==> config.mk <==
export PLATFORM = sky130hd
export DESIGN_NAME = shift_register_controller
export DESIGN_NICKNAME = d
export VERILOG_FILES = /design/src/rtl/shift_ctrl_pkg.sv /design/src/rtl/shift_register_controller.sv
export SDC_FILE = /design/constraint.sdc
export NUM_CORES = 1
export LEC_CHECK = 0
export BUFFER_PORTS_ARGS = -buffer_cell sky130_fd_sc_hd__buf_2
export CAP_MARGIN = 40
export CORE_ASPECT_RATIO = 0.75
export CORE_MARGIN = 5
export CORE_UTILIZATION = 45
export DETAILED_ROUTE_END_ITERATION = 10
export PLACE_DENSITY = 0.72
export SLEW_MARGIN = 20
export SYNTH_ARGS = -nofsm -noshare
export SYNTH_HDL_FRONTEND = slang
export SYNTH_SLANG_ARGS = --single-unit
==> constraint.sdc <==
create_clock -name clk -period 1.7 [get_ports clk]
set_input_delay 0.34 -clock clk [delete_from_list [all_inputs] [get_ports clk]]
set_output_delay 0.34 -clock clk [all_outputs]
set_load 0.05 [all_outputs]
==> src/rtl/shift_ctrl_pkg.sv <==
// Shared constants for the bidirectional shift register command sequencer:
// opcodes, register mode encodings and the controller state encoding.
package shift_ctrl_pkg;

   localparam int SR_WIDTH = 4;
   localparam int SR_CNT_W = 3;

   localparam logic [2:0] OP_NOP   = 3'b000;
   localparam logic [2:0] OP_LOAD  = 3'b001;
   localparam logic [2:0] OP_SHR   = 3'b010;
   localparam logic [2:0] OP_SHL   = 3'b011;
   localparam logic [2:0] OP_ROR   = 3'b100;
   localparam logic [2:0] OP_ROL   = 3'b101;
   localparam logic [2:0] OP_ASR   = 3'b110;
   localparam logic [2:0] OP_CLEAR = 3'b111;

   localparam logic [1:0] MODE_HOLD = 2'b00;
   localparam logic [1:0] MODE_SHR  = 2'b01;
   localparam logic [1:0] MODE_SHL  = 2'b10;
   localparam logic [1:0] MODE_LOAD = 2'b11;

   typedef enum logic [1:0] {
      ST_IDLE  = 2'd0,
      ST_LOAD  = 2'd1,
      ST_SHIFT = 2'd2,
      ST_DONE  = 2'd3
   } state_t;

endpackage

==> src/rtl/shift_register_controller.sv <==
// Command sequencer for an external bi_shift_register: accepts one command,
// drives the register's mode and serial/parallel inputs, then captures the result.
module shift_register_controller
   import shift_ctrl_pkg::*;
#(
   parameter int WIDTH = SR_WIDTH,
   parameter int CNT_W = SR_CNT_W
)
(
   input  logic             clk,
   input  logic             rst,
   input  logic             cmd_valid,
   output logic             cmd_ready,
   input  logic [2:0]       cmd_op,
   input  logic [CNT_W-1:0] cmd_count,
   input  logic [WIDTH-1:0] cmd_data,
   input  logic             serial_in,
   output logic [1:0]       sr_S,
   output logic             sr_right_in,
   output logic             sr_left_in,
   output logic [WIDTH-1:0] sr_data_in,
   input  logic [WIDTH-1:0] sr_data_out,
   output logic             serial_out,
   output logic             busy,
   output logic             done,
   output logic [WIDTH-1:0] result
);

   state_t           r_state;
   logic [2:0]       r_op;
   logic [WIDTH-1:0] r_data;
   logic [CNT_W-1:0] r_cnt;
   logic [WIDTH-1:0] r_result;

   // The down-counter doubles as the latched shift count; it is loaded on every accept.
   always_ff @(posedge clk or posedge rst) begin
      if (rst) begin
         r_state  <= ST_IDLE;
         r_op     <= '0;
         r_data   <= '0;
         r_cnt    <= '0;
         r_result <= '0;
      end else begin
         case (r_state)
            ST_IDLE: begin
               if (cmd_valid) begin
                  r_op   <= cmd_op;
                  r_data <= cmd_data;
                  r_cnt  <= cmd_count;
                  if (cmd_op == OP_LOAD || cmd_op == OP_CLEAR) begin
                     r_state <= ST_LOAD;
                  end else if (cmd_op == OP_NOP || cmd_count == '0) begin
                     r_state <= ST_DONE;
                  end else begin
                     r_state <= ST_SHIFT;
                  end
               end
            end
            ST_LOAD: begin
               r_state <= ST_DONE;
            end
            ST_SHIFT: begin
               r_cnt <= r_cnt - CNT_W'(1);
               if (r_cnt == CNT_W'(1)) begin
                  r_state <= ST_DONE;
               end
            end
            ST_DONE: begin
               r_result <= sr_data_out;
               r_state  <= ST_IDLE;
            end
            default: begin
               r_state <= ST_IDLE;
            end
         endcase
      end
   end

   // Rotates and ASR feed a bit of the register's current value back into the vacated end.
   always_comb begin
      sr_S        = MODE_HOLD;
      sr_right_in = 1'b0;
      sr_left_in  = 1'b0;
      sr_data_in  = '0;
      serial_out  = 1'b0;
      case (r_state)
         ST_LOAD: begin
            sr_S = MODE_LOAD;
            if (r_op == OP_LOAD) begin
               sr_data_in = r_data;
            end
         end
         ST_SHIFT: begin
            case (r_op)
               OP_SHR: begin
                  sr_S        = MODE_SHR;
                  sr_right_in = serial_in;
                  serial_out  = sr_data_out[0];
               end
               OP_SHL: begin
                  sr_S        = MODE_SHL;
                  sr_left_in  = serial_in;
                  serial_out  = sr_data_out[WIDTH-1];
               end
               OP_ROR: begin
                  sr_S        = MODE_SHR;
                  sr_right_in = sr_data_out[0];
                  serial_out  = sr_data_out[0];
               end
               OP_ROL: begin
                  sr_S        = MODE_SHL;
                  sr_left_in  = sr_data_out[WIDTH-1];
                  serial_out  = sr_data_out[WIDTH-1];
               end
               OP_ASR: begin
                  sr_S        = MODE_SHR;
                  sr_right_in = sr_data_out[WIDTH-1];
                  serial_out  = sr_data_out[0];
               end
               default: begin
                  sr_S = MODE_HOLD;
               end
            endcase
         end
         default: begin
            sr_S = MODE_HOLD;
         end
      endcase
   end

   assign cmd_ready = (r_state == ST_IDLE);
   assign busy      = (r_state != ST_IDLE);
   assign done      = (r_state == ST_DONE);
   assign result    = r_result;

endmodule

==> Word-level counts from Yosys, hierarchy flattened <==
Cells that the tools add are included.
{ "word_totals": {"ff_bits": 16, "wordCells": 49} }
{ "classes": {"reduce_logical": 12, "n_addsub": 1, "mux": 17, "eq_ne": 14} }
{ "ops": {"columns": ["cell", "n"], "rows": [
  ["3-bit equality test, second input constant", 4],
  ["3-bit by 1-bit equality test with 1-bit output, second input constant", 3],
  ["4-bit 2-to-1 mux", 2],
  ["2-bit one-hot mux with 2 select lines", 2],
  ["2-bit one-hot mux with 4 select lines", 1],
  ["3-bit by 2-bit equality test with 1-bit output, second input constant", 2],
  ["3-bit logical NOT", 2],
  ["2-bit 2-to-1 mux", 3],
  ["3-bit one-hot mux with 2 select lines", 1],
  ["2-bit AND reduction", 3],
  ["2-bit equality test, second input constant", 2],
  ["1-bit 2-to-1 mux", 4],
  ["2-bit inequality test, second input constant", 2],
  ["1-bit one-hot mux with 2 select lines", 2],
  ["2-bit nonzero test", 2],
  ["3-bit 2-to-1 mux", 1],
  ["1-bit one-hot mux with 3 select lines", 1],
  ["3-bit OR reduction", 1],
  ["3-bit by 1-bit subtractor with 3-bit output, second input constant", 1],
  ["2-bit by 1-bit equality test with 1-bit output, second input constant", 1],
  ["2-bit logical NOT", 1],
  ["1-bit logical OR", 2],
  ["2-bit OR reduction", 1]
]} }

==> Logic depth before layout (Yosys ltp) <==
Gate-level depths: netlist of run 1.
{ "logic_depth": {"word_depth": 6, "depth_mapped": 6} }

==> Least setup slack after synthesis of run 1 <==
OpenSTA, ideal clock, no wires.
{ "synth_timing": {"path_kind": "reg2out", "from": "reg r_state[0]", "to": "out serial_out", "path_slack_ns": -0.848, "stages_incl_launch_ff": 6, "n_path_buf": 1, "arrival_time_ns": 2.208, "required_time_ns": 1.360, "path_cell_list": "dfrtp_1 inv_1 ha_1 buf_4 o21ai_0 a211oi_1"} }
{ "synth_via": {"elab_chain_len": 2} }
{ "synth_rtl": {"columns": ["item", "line_no", "source"], "rows": [
  ["from (decl)", "shift_register_controller.sv:29", "state_t r_state;"],
  ["from (signal assigned)", "shift_register_controller.sv:38", "r_state <= ST_IDLE;"],
  ["from (signal assigned)", "shift_register_controller.sv:51", "r_state <= ST_LOAD;"],
  ["from (signal assigned)", "shift_register_controller.sv:53", "r_state <= ST_DONE;"],
  ["2-bit equality test", "shift_register_controller.sv:86", "case (r_state)"],
  ["1-bit 2-to-1 mux", "shift_register_controller.sv:86", null],
  ["to (decl)", "shift_register_controller.sv:23", "output logic serial_out,"]
]} }
Every way passes these cells.

==> Final worst setup path of run 1 <==
{ "layout_timing": {"from": "reg r_state[0]", "to": "out sr_right_in"} }
{ "layout_via": {"elab_chain_len": 2} }
{ "layout_rtl": {"columns": ["item", "line_no", "source"], "rows": [
  ["2-bit equality test", "shift_register_controller.sv:86", null],
  ["1-bit 2-to-1 mux", "shift_register_controller.sv:86", null],
  ["to (decl)", "shift_register_controller.sv:19", "output logic sr_right_in,"]
]} }
Every way passes these cells.

==> metrics.txt, run 1 <==
# TYPE chip_impl_metric gauge
chip_impl_info{name="rr_endpoint",value="r_state[1]$_DFFE_PP0P_"} 1
chip_impl_metric{name="achievable-frequency",unit="GHz"} 0.536
chip_impl_info{name="post-synth-top-area-cell",value="dfrtp_1"} 1
chip_impl_info{name="setup.worst_path.class",value="reg2out"} 1
chip_impl_metric{name="routed_wire_length_on_met3",unit="um"} 110
chip_impl_metric{name="n_antenna_cell",unit=""} 0
chip_impl_metric{name="max_capacitance_violation_count",unit=""} 0
chip_impl_metric{name="finalHoldViolCount",unit=""} 0
chip_impl_info{name="worstReg2RegStart",value="r_state[1]$_DFFE_PP0P_"} 1
chip_impl_metric{name="asyncSetResetFlopFracSynth",unit="%"} 100
chip_impl_metric{name="worst_r2r_path_depth",unit=""} 6
chip_impl_metric{name="tritoncts.num_buffers",unit=""} 3
chip_impl_metric{name="internal_power",unit="mW"} 1.79
chip_impl_metric{name="clkSinkCount",unit=""} 16
chip_impl_metric{name="synth_edf_count",unit=""} 0
chip_impl_info{name="run_status",value="finished with violations"} 1
chip_impl_metric{name="r2r_slack",unit="ps"} 20
chip_impl_metric{name="synth.yosys.seq_area_share",unit="%"} 39.0
chip_impl_metric{name="met2RoutedLength",unit="um"} 1310
chip_impl_metric{name="finalSetupViolations",unit=""} 11
chip_impl_metric{name="worst_ir_drop_vdd",unit="mV"} 0.869
chip_impl_info{name="start_kind",value="flip-flop"} 1
chip_impl_metric{name="ctsHtreeMaxLevel",unit=""} 1
chip_impl_info{name="rsz0062_at_grt",value="yes"} 1
chip_impl_metric{name="number_of_flip_flops_and_latches_in_the_synthesized_netlist",unit=""} 16
chip_impl_metric{name="final_min_period_over_clock_period",unit="%"} 110
chip_impl_metric{name="worst_slack",unit="ps"} -165
chip_impl_metric{name="cts-root-to-sink-buffers",unit=""} 2
chip_impl_metric{name="die-width",unit="um"} 65.1
chip_impl_metric{name="avgViaCountPerCell",unit=""} 5.21
chip_impl_metric{name="post-place-ws",unit="ps"} 45.1
chip_impl_metric{name="gp_congestion",unit=""} 0.863
chip_impl_metric{name="required",unit="ps"} 1360
chip_impl_metric{name="worst_ep_arrival_time",unit="ps"} 1530
chip_impl_info{name="synth_flop_cell",value="dfrtp_1"} 1
chip_impl_metric{name="ys_types",unit=""} 33
chip_impl_metric{name="portBuffers",unit=""} 33
chip_impl_metric{name="mean_cell_area_of_the_mapped_netlist",unit="um2"} 10.7
chip_impl_info{name="layout.cells.most_common",value="buf_2"} 1
chip_impl_metric{name="mappedNetlistArea",unit="um2"} 1030
chip_impl_metric{name="fp.dieArea",unit="um2"} 3340
chip_impl_metric{name="grt_antenna_before_repair",unit=""} 0
chip_impl_metric{name="io_pins",unit=""} 34
chip_impl_metric{name="first_pass_iters",unit=""} 4
chip_impl_metric{name="via_count_of_the_first_global_routing_pass",unit=""} 940
chip_impl_metric{name="layout-drive-gt1-share",unit="%"} 61.4
chip_impl_metric{name="placement_rows",unit=""} 15
chip_impl_metric{name="synth_top_area_share",unit="%"} 39.0
chip_impl_metric{name="post-route-min-period",unit="ps"} 1870
chip_impl_metric{name="synth_warnings",unit=""} 0
chip_impl_info{name="largest_cells_by_area_after_synthesis",value="dfrtp_1 (39%), mux2_2 (12%), ha_1 (8.5%)"} 1
chip_impl_metric{name="via_count",unit=""} 860
chip_impl_info{name="clock_tree_from_tritoncts",value="done"} 1
chip_impl_metric{name="mappedNetlistNets",unit=""} 121
chip_impl_metric{name="power_frac_clock",unit="%"} 7.6
chip_impl_metric{name="critical_path_peak_fanout",unit=""} 5
chip_impl_metric{name="initial_utilization",unit="%"} 45.9
chip_impl_info{name="clk_root_buffer_cell",value="clkbuf_4"} 1
chip_impl_metric{name="cellLeakagePower",unit="nW"} 0.717
chip_impl_metric{name="flow.area_growth_from_synthesis",unit="%"} 50.2
chip_impl_metric{name="swShare",unit="%"} 47.4
chip_impl_metric{name="total_switching_power",unit="mW"} 1.61
chip_impl_metric{name="postRouteAntennaNets",unit=""} 0
chip_impl_metric{name="finalNetCount",unit=""} 166
chip_impl_metric{name="global_route_wire_length_before_repair",unit="um"} 4420
chip_impl_metric{name="skew",unit="ps"} 5.34
chip_impl_info{name="violations",value="negative setup slack"} 1
chip_impl_metric{name="fin_area",unit="um2"} 1540
chip_impl_info{name="highest-signal-layer",value="met3"} 1
chip_impl_metric{name="groute.usage.overall",unit="%"} 17.1
chip_impl_metric{name="detailedPlacementHpwl",unit="um"} 1850
chip_impl_metric{name="relative_contribution_of_combinational_cells_to_total_power",unit="%"} 69.4
chip_impl_metric{name="syn-instance-count",unit=""} 96
chip_impl_metric{name="grt_overflow",unit=""} 0
chip_impl_metric{name="core",unit="um2"} 2230
chip_impl_metric{name="power.share.sequential",unit="%"} 23.1
chip_impl_metric{name="wire_per_inst",unit="um"} 15.8
chip_impl_metric{name="numPlacedInstances",unit=""} 155
chip_impl_metric{name="total_power",unit="mW"} 3.39
chip_impl_metric{name="met1_routed_wirelength_after_detailed_routing",unit="um"} 1190
chip_impl_info{name="final_cell_mix",value="buf_2 (22), dfrtp_1 (14), mux2_2 (11)"} 1
chip_impl_metric{name="stdcell_count",unit=""} 165
chip_impl_metric{name="clock_insertion_delay_worst_skew",unit="ps"} 290
chip_impl_metric{name="max-slew-margin-rel",unit="%"} 58.8
chip_impl_metric{name="post-route-util",unit="%"} 69.0
chip_impl_metric{name="dieHeight",unit="um"} 51.4
chip_impl_metric{name="power.density_cell_area",unit="nW/um2"} 2200
chip_impl_metric{name="drtIter0Drc",unit=""} 19
chip_impl_info{name="critical_path.endpoint_type",value="output pin"} 1
chip_impl_info{name="worstHoldPathType",value="in2async"} 1
chip_impl_metric{name="grt_max_degree",unit=""} 17
chip_impl_metric{name="wl",unit="um"} 2610
chip_impl_metric{name="remaining_drc_errors",unit=""} 0
chip_impl_metric{name="worstMarginPinSlew",unit="ps"} 617
chip_impl_metric{name="cts.clk_slew.worst_paths",unit="ps"} 100
chip_impl_metric{name="count_of_pins_over_their_slew_limit",unit=""} 0
chip_impl_metric{name="postPlaceCellArea",unit="um2"} 1280
==> sequential cells by signal (all words and copies together), names as in the netlist <==
name	count
r_data	4
r_op	3
r_cnt	3
r_state	2
result	4
==> cell type report <==
cell class	instances	area, um2
Clock buffer	4	36.3
Fill cell	159	692
Inverter	6	22.5
Multi-Input combinational cell	70	698
Sequential cell	16	403
Tap cell	25	31.3
Timing Repair Buffer	44	350
==> timing repair <==
item                                    in CTS  in global routing
pin swaps                                    4                  6
gates resized for setup                     37                 11
hold buffers                                 0                  0
setup buffers                                4                  2
endpoints found under the setup margin      11                 12
==> synthesized netlist by cell type (3+ instances only) <==
library cell   n
dfrtp_1       16
mux2_2        11
ha_1           7
inv_1          6
o21ai_0        6
and2_1         4
and3_1         4
nand2_1        4
nand2b_1       4
mux2i_1        3
nand3_1        3
nor2_1         3
==> power by group through the flow <==
stage,Clock [mW],Combinational (mW),Sequential (mW)
after global routing,0.288,2.52,0.813
after global placement,0,1.85,0.741
after detailed placement,0,1.90,0.765
after CTS,0.265,2.19,0.773
final,0.258,2.35,0.782
after floorplan,0,1.35,0.888
==> worst max-delay path by stage <==
stage / startpoint / endpoint / slack, ps / cells past startpoint
floorplan: r_state[1]$_DFFE_PP0P_ / r_cnt[2]$_DFFE_PP0P_ / -30 / 5
global route: r_state[1]$_DFFE_PP0P_ / sr_right_in / -250 / 5
CTS: r_state[0]$_DFFE_PP0P_ / sr_right_in / -140 / 5
detailed placement: r_state[1]$_DFFE_PP0P_ / sr_data_in[2] / 50 / 5
global placement: r_state[1]$_DFFE_PP0P_ / sr_data_in[2] / 70 / 5
finish: r_state[0]$_DFFE_PP0P_ / sr_right_in / -170 / 5
==> worst max-delay path: stages (launching register included) <==
cell,delay (ps)
dfrtp_1,420
inv_2,130
ha_4,190
nand2b_4,70
a311oi_4,210
buf_6,200
==> stage by stage <==
step | hold slack, ps | setup TNS [ps]
after floorplan | 254 | -159
after global placement | 447 | 0
after detailed placement | 450 | 0
after CTS | 127 | -1170
after global routing | 139 | -2390
final | 105 | -1380
==> cells by family after synthesis <==
logic type | synth area share (%)
AO/OA/AOI/OAI | 14.1
flip-flops | 39.0
AND/OR/NAND/NOR | 15.1
adder cells (fa/ha/maj) | 8.54
multiplexers | 16.5
XOR/XNOR | 1.71
buffers and inverters | 5.00
==> routing by layer <==
metal / up-vias / GRT usage (%)
met5: - / 0
met4: 0 / 2.07
met3: 0 / 5.71
met2: 14 / 29.4
met1: 420 / 21.6
li1: 426 / -
Power figures use the tool's default switching activity.
==> run 2, diff against run 1 <==
--- a/config.mk
+++ b/config.mk
@@ -10,6 +10,7 @@
 export CORE_ASPECT_RATIO = 0.75
 export CORE_MARGIN = 5
 export CORE_UTILIZATION = 45
+export CTS_BUF_LIST = sky130_fd_sc_hd__clkbuf_16
 export DETAILED_ROUTE_END_ITERATION = 10
 export PLACE_DENSITY = 0.72
 export SLEW_MARGIN = 20
==> constraint.sdc (replaced) <==
create_clock -name clk -period 1.7 [get_ports clk]
set_input_delay 0.255 -clock clk [delete_from_list [all_inputs] [get_ports clk]]
set_output_delay 0.255 -clock clk [all_outputs]
set_load 0.05 [all_outputs]
==> run 2 against run 1 <==
Compared with the run above:
- the flow still finishes with violations (negative setup slack)
- sequential share of layout area grew 0.31 points
- cell count shrank 1.8%
- critical path depth is the same
- design area shrank 0.57%
- clock skew shrank 1.9 ps
- critical endpoint is now sr_data_in[2]
- total power grew 2.8%
- sequential power grew 3.5%
- die area is the same
- hold slack lost 19 ps
- critical path type unchanged
- highest routed layer is now met4
- register-to-register slack gained 210 ps
- first-iteration DRC count shrank 32%
==> metrics.txt, run 2 (synthesis results as in run 1) <==
# TYPE chip_impl_metric gauge
chip_impl_info{name="run_status",value="finished with violations"} 1
chip_impl_info{name="violations",value="negative setup slack"} 1
chip_impl_metric{name="ctsHtreeMaxLevel",unit=""} 1
chip_impl_metric{name="final_min_period_over_clock_period",unit="%"} 101
chip_impl_metric{name="grt_overflow",unit=""} 0
chip_impl_metric{name="count_of_pins_over_their_slew_limit",unit=""} 0
chip_impl_metric{name="tritoncts.num_buffers",unit=""} 3
chip_impl_metric{name="via_count",unit=""} 864
chip_impl_metric{name="finalNetCount",unit=""} 163
chip_impl_metric{name="cp_slowest_stage_delay",unit="ps"} 450
chip_impl_metric{name="via_count_of_the_first_global_routing_pass",unit=""} 907
chip_impl_metric{name="stdcell_count",unit=""} 162
chip_impl_metric{name="global_route_wire_length_before_repair",unit="um"} 4240
chip_impl_metric{name="gp_congestion",unit=""} 0.774
chip_impl_info{name="clk_root_buffer_cell",value="clkbuf_16"} 1
chip_impl_metric{name="avgViaCountPerCell",unit=""} 5.33
chip_impl_metric{name="max_capacitance_violation_count",unit=""} 0
chip_impl_info{name="worstHoldPathType",value="in2async"} 1
chip_impl_metric{name="critical_path_peak_fanout",unit=""} 4
chip_impl_info{name="top_delay_family_on_crit_path",value="flip-flops"} 1
chip_impl_metric{name="post-route-min-period",unit="ps"} 1720
chip_impl_metric{name="skew",unit="ps"} 3.48
chip_impl_metric{name="first_pass_iters",unit=""} 4
chip_impl_metric{name="post_cts_hold_buffer_count",unit=""} 0
chip_impl_metric{name="layout-drive-gt1-share",unit="%"} 60.6
chip_impl_metric{name="worstMarginPinSlew",unit="ps"} 644
chip_impl_metric{name="wire_per_inst",unit="um"} 15.9
chip_impl_metric{name="grt_max_degree",unit=""} 17
chip_impl_metric{name="grt_antenna_before_repair",unit=""} 0
chip_impl_metric{name="achievable-frequency",unit="GHz"} 0.581
chip_impl_metric{name="clkSinkCount",unit=""} 16
chip_impl_metric{name="numPlacedInstances",unit=""} 152
chip_impl_metric{name="core",unit="um2"} 2230
chip_impl_metric{name="io_pins",unit=""} 34
chip_impl_metric{name="remaining_drc_errors",unit=""} 0
chip_impl_info{name="layout.cells.most_common",value="buf_2"} 1
chip_impl_metric{name="groute.usage.overall",unit="%"} 16.9
chip_impl_metric{name="portBuffers",unit=""} 33
chip_impl_metric{name="fp.dieArea",unit="um2"} 3340
chip_impl_metric{name="wl",unit="um"} 2580
chip_impl_metric{name="dieHeight",unit="um"} 51.4
chip_impl_metric{name="setup-tns-final",unit="ps"} -92.8
chip_impl_info{name="final_cell_mix",value="buf_2 (24), dfrtp_1 (12), mux2_2 (11)"} 1
chip_impl_metric{name="die-width",unit="um"} 65.1
chip_impl_info{name="clock_tree_from_tritoncts",value="done"} 1
chip_impl_metric{name="drtIter0Drc",unit=""} 13
chip_impl_metric{name="cellLeakagePower",unit="nW"} 0.709
chip_impl_info{name="worstPathCellList",value="inv_4 > ha_4 > and3_4 > and2_4 > buf_8"} 1
chip_impl_metric{name="power.density_cell_area",unit="nW/um2"} 2280
chip_impl_metric{name="finalHoldViolCount",unit=""} 0
chip_impl_metric{name="cts-root-to-sink-buffers",unit=""} 2
chip_impl_info{name="worst_path_max_delay_cell",value="dfrtp_2"} 1
chip_impl_info{name="start_kind",value="flip-flop"} 1
chip_impl_info{name="setup.worst_path.class",value="reg2out"} 1
chip_impl_metric{name="worst_ep_arrival_time",unit="ps"} 1470
chip_impl_metric{name="placement_rows",unit=""} 15
chip_impl_metric{name="detailedPlacementHpwl",unit="um"} 1780
chip_impl_metric{name="n_antenna_cell",unit=""} 0
chip_impl_metric{name="required",unit="ps"} 1440
chip_impl_metric{name="path_buf_inv",unit=""} 2
chip_impl_info{name="critical_path.endpoint_type",value="output pin"} 1
chip_impl_metric{name="worst_slack",unit="ps"} -22.4
chip_impl_metric{name="worst_ir_drop_vdd",unit="mV"} 0.974
chip_impl_info{name="rsz0062_at_grt",value="yes"} 1
chip_impl_metric{name="finalSetupViolations",unit=""} 6
chip_impl_metric{name="flow.area_growth_from_synthesis",unit="%"} 49.4
chip_impl_metric{name="max-slew-margin-rel",unit="%"} 57.0
chip_impl_metric{name="final.fill_count",unit=""} 155
chip_impl_metric{name="cts.clk_slew.worst_paths",unit="ps"} 50
chip_impl_metric{name="clock_insertion_delay_worst_skew",unit="ps"} 250
chip_impl_metric{name="postRouteAntennaNets",unit=""} 0
chip_impl_metric{name="initial_utilization",unit="%"} 45.9
[run 2: changes by cell type in the layout (fill, tap and decap cells not counted), moves of 2 or more]
cell       previous run  this run
nor2_2                0         2
buf_8                 6         4
clkbuf_16             0         3
dfrtp_1              14        12
dfrtp_2               2         4
clkbuf_4              3         0
buf_2                22        24
buf_6                 8         5
nor2_1                3         1
[run 2: final cells by class]
| cell class | count | area [um2] | share of cell area [%] |
|---|---|---|---|
| Timing Repair Buffer | 41 | 297 | 19.3 |
| Clock buffer | 3 | 75.1 | 4.90 |
| Sequential cell | 16 | 405 | 26.4 |
| Clock inverter | 1 | 3.75 | 0.245 |
| Tap cell | 25 | 31.3 | 2.04 |
| Inverter | 6 | 25.0 | 1.63 |
| Multi-Input combinational cell | 70 | 696 | 45.4 |
[run 2: stage by stage]
step	hold slack, ps	util [%]	instance area [um2]	setup slack [ps]	total power, mW
global placement	369	55.9	1250	101	2.53
CTS	101	63.4	1420	-42.6	3.24
global route	146	68.6	1530	-89.7	3.70
floorplan	169	-	1070	-109	2.23
finish	86.0	68.6	1530	-22.4	3.49
detailed placement	363	55.9	1250	31.5	2.59
[run 2: final timing paths]
kind                                        start  depth (start not counted)  slack [ps]                      to
setup / recovery           r_state[1]$_DFFE_PP0P_                          5         -20           sr_data_in[2]
hold reg to reg             result[2]$_DFFE_PP0P_                          1         500   result[2]$_DFFE_PP0P_
setup reg to reg           r_state[0]$_DFFE_PP0P_                          6         230  r_state[1]$_DFFE_PP0P_
hold / removal                                rst                          2          90   result[3]$_DFFE_PP0P_
min in group clk                      cmd_data[3]                          2         240   r_data[3]$_DFFE_PP0P_
max in group asynchronous                     rst                          2        1160     r_op[2]$_DFFE_PP0P_
[run 2: power breakdown]
group          internal (mW)  leakage [nW]  switching, mW
sequential             0.594         0.182          0.215
combinational          0.975         0.489           1.24
clock                  0.313        0.0385          0.155
[run 2: timing repair]
action                                  4_1_cts  5_1_grt
gates resized for setup                      27       18
pin swaps                                     0        3
endpoints found under the setup margin        9       11
gates cloned                                  0        0
setup buffers                                 1        5
[run 2: per-layer routing]
| layer | up-vias | track usage [%] | part of all wire, % |
|---|---|---|---|
| met5 | - | 0 | 0 |
| met4 | 0 | 5.17 | 1.1 |
| met3 | 4 | 5.93 | 4.5 |
| met2 | 17 | 28.0 | 49 |
| met1 | 417 | 20.5 | 45 |
| li1 | 426 | - | - |
